==> config.mk <==
export PLATFORM = sky130hd
export DESIGN_NAME = memio_bus_arbiter
export DESIGN_NICKNAME = d
export VERILOG_FILES = /design/src/rtl/memio_bus_arbiter.sv
export SDC_FILE = /design/constraint.sdc
export NUM_CORES = 1
export LEC_CHECK = 0
export CORE_MARGIN = 5
export CORE_UTILIZATION = 30
export CTS_BUF_LIST = sky130_fd_sc_hd__clkbuf_2 sky130_fd_sc_hd__clkbuf_4 sky130_fd_sc_hd__clkbuf_8
export DETAILED_ROUTE_END_ITERATION = 8
export MAX_ROUTING_LAYER = met4
export PLACE_DENSITY_LB_ADDON = 0.3
export SLEW_MARGIN = 30
export SYNTH_ARGS = -nofsm -noshare
export SYNTH_HDL_FRONTEND = slang
export SYNTH_SLANG_ARGS = --single-unit
==> constraint.sdc <==
create_clock -name clock -period 2.3 [get_ports clock]
set_input_delay 0.46 -clock clock [delete_from_list [all_inputs] [get_ports clock]]
set_output_delay 0.46 -clock clock [all_outputs]
set_load 0.005 [all_outputs]
==> src/rtl/memio_bus_arbiter.sv <==
// Round-robin arbiter sharing one data-memory/IO path between CPU and UART loader; ack 3 cycles after grant.
// Requesters hold req until ack (no abort); ldr_lock starves the CPU; one access in flight, 1 per 4 cycles.
module memio_bus_arbiter #(
  parameter logic [21:0] IO_HI  = 22'h3FFFFF,
  parameter int          ADDR_W = 32
) (
  input  logic              clock,
  input  logic              reset,
  input  logic              ldr_lock,

  input  logic              cpu_req,
  input  logic              cpu_we,
  input  logic [ADDR_W-1:0] cpu_addr,
  input  logic [31:0]       cpu_wdata,
  output logic              cpu_ack,
  output logic [31:0]       cpu_rdata,

  input  logic              ldr_req,
  input  logic              ldr_we,
  input  logic [ADDR_W-1:0] ldr_addr,
  input  logic [31:0]       ldr_wdata,
  output logic              ldr_ack,
  output logic [31:0]       ldr_rdata,

  output logic [ADDR_W-1:0] mem_addr,
  output logic [31:0]       mem_wdata,
  output logic              mem_we,
  input  logic [31:0]       mem_rdata,

  output logic              io_read,
  output logic              io_write,
  output logic [9:0]        io_addr,
  output logic [15:0]       io_wdata,
  input  logic [15:0]       io_rdata,

  output logic              busy
);

  localparam int HI_LSB = ADDR_W - 22;

  typedef enum logic [1:0] {S_IDLE, S_ISSUE, S_WAIT, S_DONE} state_t;
  typedef enum logic {G_CPU, G_LDR} grant_t;

  state_t            state, state_nxt;
  grant_t            last_grant, cur;
  logic              cpu_elig;
  logic              take_cpu, take_ldr, take;
  logic              sel_we, sel_io;
  logic [ADDR_W-1:0] sel_addr;
  logic [31:0]       sel_wdata;
  logic              acc_we, acc_io;
  logic [31:0]       data_q;
  logic [31:0]       rd_val;

  assign cpu_elig = cpu_req && !ldr_lock;
  assign take     = take_cpu || take_ldr;
  assign busy     = (state != S_IDLE);

  always_comb begin
    state_nxt = state;
    take_cpu  = 1'b0;
    take_ldr  = 1'b0;
    case (state)
      S_IDLE: begin
        // On a tie the requester that did not win last time goes first.
        if (ldr_req && (!cpu_elig || last_grant == G_CPU)) take_ldr = 1'b1;
        else if (cpu_elig)                                 take_cpu = 1'b1;
        if (take_cpu || take_ldr) state_nxt = S_ISSUE;
      end
      S_ISSUE: state_nxt = S_WAIT;
      S_WAIT:  state_nxt = S_DONE;
      S_DONE:  state_nxt = S_IDLE;
      default: state_nxt = S_IDLE;
    endcase
  end

  assign sel_we    = take_ldr ? ldr_we    : cpu_we;
  assign sel_addr  = take_ldr ? ldr_addr  : cpu_addr;
  assign sel_wdata = take_ldr ? ldr_wdata : cpu_wdata;
  assign sel_io    = (sel_addr[ADDR_W-1:HI_LSB] == IO_HI);

  // BRAM data arrives during WAIT, so it bypasses data_q on its way to rdata.
  assign rd_val = acc_io ? data_q : mem_rdata;

  always_ff @(posedge clock) begin
    if (reset) state <= S_IDLE;
    else       state <= state_nxt;
  end

  always_ff @(posedge clock) begin
    if (reset) begin
      last_grant <= G_LDR;
      cur        <= G_CPU;
      acc_we     <= 1'b0;
      acc_io     <= 1'b0;
      data_q     <= '0;
      mem_addr   <= '0;
      mem_wdata  <= '0;
      mem_we     <= 1'b0;
      io_read    <= 1'b0;
      io_write   <= 1'b0;
      io_addr    <= '0;
      io_wdata   <= '0;
      cpu_ack    <= 1'b0;
      ldr_ack    <= 1'b0;
      cpu_rdata  <= '0;
      ldr_rdata  <= '0;
    end else begin
      mem_we   <= 1'b0;
      io_read  <= 1'b0;
      io_write <= 1'b0;
      cpu_ack  <= 1'b0;
      ldr_ack  <= 1'b0;
      case (state)
        S_IDLE: if (take) begin
          cur        <= take_ldr ? G_LDR : G_CPU;
          last_grant <= take_ldr ? G_LDR : G_CPU;
          acc_we     <= sel_we;
          acc_io     <= sel_io;
          if (sel_io) begin
            io_addr  <= sel_addr[9:0];
            io_wdata <= sel_wdata[15:0];
            io_read  <= !sel_we;
            io_write <= sel_we;
          end else begin
            mem_addr  <= sel_addr;
            mem_wdata <= sel_wdata;
            mem_we    <= sel_we;
          end
        end
        S_ISSUE: if (acc_io && !acc_we) data_q <= {16'b0, io_rdata};
        S_WAIT: begin
          if (!acc_io && !acc_we) data_q <= mem_rdata;
          cpu_ack <= (cur == G_CPU);
          ldr_ack <= (cur == G_LDR);
          if (!acc_we) begin
            if (cur == G_CPU) cpu_rdata <= rd_val;
            else              ldr_rdata <= rd_val;
          end
        end
        default: ;
      endcase
    end
  end

  a_strobe_onehot: assert property (@(posedge clock) disable iff (reset)
    $onehot0({mem_we, io_read, io_write}));
  a_strobe_issue: assert property (@(posedge clock) disable iff (reset)
    (mem_we || io_read || io_write) |-> (state == S_ISSUE));

endmodule

Yosys cells after proc, flatten, opt, wreduce, memory -nomap -nowiden

Index checks and enable logic that the tools add are counted.

Eq/ne operators: 7
Muxes and demuxes: 17
Bitwise logic cells: 7
Reduce and logical (&&, ||, !) cells: 24

Operator list:

| cell                                                                  | count |
|---|---|
| 32-bit two-way mux                                                    | 5 |
| 32-bit case mux with 2 select lines                                   | 1 |
| 22-bit equality test, second input constant                           | 1 |
| 3-bit AND reduction                                                   | 5 |
| 1-bit two-way mux                                                     | 9 |
| 2-bit case mux with 4 select lines                                    | 1 |
| 4-bit OR reduction                                                    | 2 |
| 1-bit inverter                                                        | 7 |
| 2-bit inequality test, second input constant                          | 3 |
| 1-bit zero test                                                       | 5 |
| 2-bit equality test, second input constant                            | 2 |
| 1-bit logical AND                                                     | 4 |
| 2-bit nonzero test                                                    | 2 |
| 1-bit logical OR                                                      | 3 |
| 2-bit by 1-bit equality test with 1-bit output, second input constant | 1 |
| 2-bit zero test                                                       | 1 |
| 2-bit two-way mux                                                     | 1 |
| 2-bit AND reduction                                                   | 1 |
| 2-bit OR reduction                                                    | 1 |

Register bits after elaboration: 197
Bits of input ports: 183
Output and inout port bits: 160

Depth between registers and ports, before layout

Depth in word-level cells: 12
Depth in mapped cells: 10

Worst setup path before layout

No wires, ideal clock.

Path kind: register to register
Start: reg state[0]
End: reg io_wdata[10]
Setup time: 89 ps
Data arrival time: 1861 ps
Required time: 2211 ps
Path slack: 351 ps
Cell stages (with the launch flop): 11
Period minus slack after synthesis: 1949 ps
Path through: dfxtp_1 > inv_1 > ha_1 > buf_4 > nand2_2 > nor4b_4 > a22o_1 > buf_6 > buf_12 > a21oi_2 > a311oi_2

Word-level cells in the longest chain between the ends: 5
Elaborated cells between the ends (all ways): 8
Classes of those cells: 1 x eq/ne; 4 x mux; 3 x reduce/logical

Ends and longest elaborated chain:

| element                       | line    | RTL |
|---|---|---|
| start: declaration            | 44      | `state_t state, state_nxt;` |
| start signal: assignment      | 87      | `else state <= state_nxt;` |
| 2-bit zero test *             | 63, 114 |  |
| 1-bit two-way mux             | 63      | `case (state)` |
| 32-bit two-way mux            | 78      | `assign sel_addr = take_ldr ? ldr_addr : cpu_addr;` |
| 22-bit equality test          | 80      | `assign sel_io = (sel_addr[ADDR_W-1:HI_LSB] == IO_HI);` |
| 3-bit AND reduction (no line) | --      |  |
| end signal: assignment        | 122     | `io_wdata <= sel_wdata[15:0];` |
| end: declaration              | 33      | `output logic [15:0] io_wdata,` |

Every way passes the cells marked *; elsewhere a longest branch is shown, timed or not.
A chain may end at the register's enable or synchronous reset.

Worst setup path after layout

Start: reg state[0]
End: out busy

Word-level cells in the longest chain between the ends: 1

Ends and longest elaborated chain:

| element            | line | RTL |
|---|---|---|
| 2-bit nonzero test | 57   | `assign busy = (state != S_IDLE);` |
| end: declaration   | 36   | `output logic busy` |

Every way passes these cells.

==> results.md <==
- Die Footprint: 31300 um^2
- Post-CTS setup buffer count: 0
- Antenna Nets Post-Route: 0
- Dpl hpwl: 19900 um
- Number of flops mapped to enable cells by yosys: 0
- Post-Synth Adder-Cell Area: 0.449%
- Worst EP arrival: 1.71 ns
- Crit end category: output port
- Internal reg-to-reg setup slack: 0.18 ns
- Distinct cells, synth: 39
- Final Cycle Share: 94.2%
- CTS tree: built
- Vias per inst: 4.85
- Ys flop type: dfxtp_1
- Slew @ Worst Pin: 0.652 ns
- Met2 Resource Use GR: 28.7%
- GR Util met1: 20.1%
- Skew-Pair Late Insertion Delay: 0.47 ns
- Final setup fails: 0
- Seq cells post-synth: 197
- Clock root buffer: clkbuf_8
- Simple-Gate Fraction of Synth Area: 14.1%
- Largest net degree at the start of global routing: 69
- Hold WC Path Type: input pin to flip-flop
- H-tree Lvls: 4
- Static leakage: 4.52 nW
- Slew Viols, Final: 0
- Tot GR Track Use: 17.2%
- Status: completed
- Die X-Extent: 177 um
- Number of DRC markers in iteration 0: 403
- Critical setup path kind: flip-flop to output port
- Startpoint type of the worst setup path: flip-flop
- CORE AREA: 27600 um^2
- Post-Syn Area: 8350 um^2
- Cts hold-fix bufs: 0
- Fmax: 0.462 GHz
- Slew Limit Headroom: 56.6%
- CTS Buf Count: 17
- Final hold vios: 0
- CP Data Required Time: 1.84 ns
- Vias in the first global route: 7589
- Syn_area_per_cell: 9.46 um^2
- GRT met3 Usage: 5.53%
- Compound-Gate Fraction of Synth Area: 23.9%
- Syn_nets: 1069
- GRT busiest layer: met2
- Seq/Total Area, Yosys: 47.2%
- Final min period: 2.17 ns
- Clk sinks: 197
- Skew final: 0.0220 ns
- Area Overhead vs Synth: 55.0%
- Post-synthesis xor/xnor area fraction: 0%
- Post-layout util: 46.9%
- Syn Inst Count: 883
- GRT overflow: 0
- First-pass GRT wire length: 41600 um
- FFs w/ async S/R, synth: 0%
- Average wire per standard cell: 17.2 um
- Peak fanout along the critical path: 6
- WL final: 27600 um
- Final Hold Slack: 0.330 ns
- Final #Nets: 1400
- RSZ-0062 raised after global routing: false
- Ports: 343
- CTS clk-pin slew, worst paths: 0.10 ns
- Pre-antenna DRT Iters: 4
- Die Y: 177 um
- PwrDens: 990 nW/um^2
- Routability cong.: 0.907
- Largest family of logic cells by synthesized area: compound AO/OA/AOI/OAI gates
- Warnings from Yosys: 0
- Fraction of layout cells with a size suffix above 1: 12.1%
- Port Buffer Count: 342
- Register Area: 3950 um^2
- Commonest cells after routing, fill and taps aside: clkdlybuf4s50_1, dfxtp_1, nor2_1
- Multi-input logic area: 4020 um^2
- Max clock buf depth: 2
- Via count: 7789
- VDD IR max: 0.515 mV
- Total power draw: 0.0128 W
- Setup TNS: 0 ns
- FP Rows: 61
- Fin area: 12900 um^2
- Fill cell count: 2750
- Antenna violations before repair: 0
- Multiplexer area fraction after synthesis: 8.99%
- Antenna Diode Count: 0
- DRC: 0
- DP Area: 12500 um^2
- Initial Utilization: 30.2%
- Most common cell after layout, fill and taps aside: clkdlybuf4s50_1
- Max capacitance violation total: 0
layer usage:
metal | part of all wire (%) | up-vias | wire length, um
li1 | - | 3896 | -
met1 | 42 | 3603 | 11600
met2 | 49 | 258 | 13400
met3 | 7.6 | 32 | 2100
met4 | 1.7 | 0 | 477
met5 | 0 | - | 0
cells by family (layout without fill, tap and decap cells):
group | after synthesis | after routing
buffers and inverters | 92 | 436
AND/OR/NAND/NOR | 275 | 275
multiplexers | 75 | 75
adder cells (fa/ha/maj) | 3 | 3
flip-flops | 197 | 197
AO/OA/AOI/OAI | 241 | 241
worst max-delay path: stages, from the launching register on:
cell and delay (ns):
dfxtp_1 0.32, inv_1 0.11, ha_2 0.28, buf_4 0.17, inv_1 0.07, dlygate4sd2_1 0.29
metrics by stage:
stage	worst slack, ns	std cells
after floorplan	0.351	883
after global placement	-0.227	1572
after detailed placement	-0.273	1572
after CTS	0.0910	1604
after global routing	0.0198	1605
final	0.134	1605
registers in the layout, indices dropped and copies added (netlist names):
register and cells:
io_addr 10, ldr_rdata 32, ldr_ack 1, state 2, acc_io 1, data_q 32
io_wdata 16, io_read 1, mem_wdata 32, cpu_rdata 32, cpu_ack 1, mem_we 1
cur 1, mem_addr 32, io_write 1, last_grant 1, acc_we 1
cell usage after synthesis (2+ instances only):
library cell / instances / area [um^2]
a211oi_1: 81 / 608
a21oi_1: 31 / 155
a21oi_2: 15 / 131
a311oi_1: 52 / 455
a311oi_2: 24 / 360
a31oi_1: 16 / 100
and3b_1: 2 / 17.5
buf_1: 8 / 30.0
buf_12: 3 / 60.1
buf_2: 20 / 100
buf_4: 4 / 30.0
clkbuf_1: 53 / 199
dfxtp_1: 197 / 3940
ha_1: 3 / 37.5
inv_1: 3 / 11.3
mux2i_1: 75 / 751
nand2_1: 97 / 364
nand3_1: 18 / 90.1
nand4_1: 10 / 62.6
nor2_1: 135 / 507
nor3b_1: 2 / 15.0
nor4_1: 2 / 12.5
o21a_1: 16 / 120
what timing repair did:
item,in CTS,in global routing
gates cloned,0,1
resized for setup,2,1
setup endpoints to repair,1,7
worst paths after layout:
kind                                 start           end  depth (start not counted)
worst max-delay path              state[0]          busy                          5
worst min-delay path                 reset           cur                          2
worst max register to register    state[0]  mem_addr[28]                          8
worst min register to register  data_q[31]    data_q[31]                          2
power breakdown:
part	internal, W	leakage [nW]	switching [W]	total (W)
Combinational	0.00284	2.69	0.00281	0.00565
Clock	0.00109	0.226	0.00140	0.00249
Sequential	0.00423	1.61	0.000445	0.00468
Total	0.00816	4.52	0.00465	0.0128
layout make-up:
cell class / count / area share (%)
Inverter: 3 / 0.0870
Tap cell: 378 / 3.65
Timing Repair Buffer: 401 / 31.3
Multi-Input combinational cell: 594 / 31.1
Clock inverter: 13 / 1.44
Sequential cell: 197 / 30.5
Clock buffer: 19 / 2.02
No activity file was read; power rests on OpenSTA's default activity.
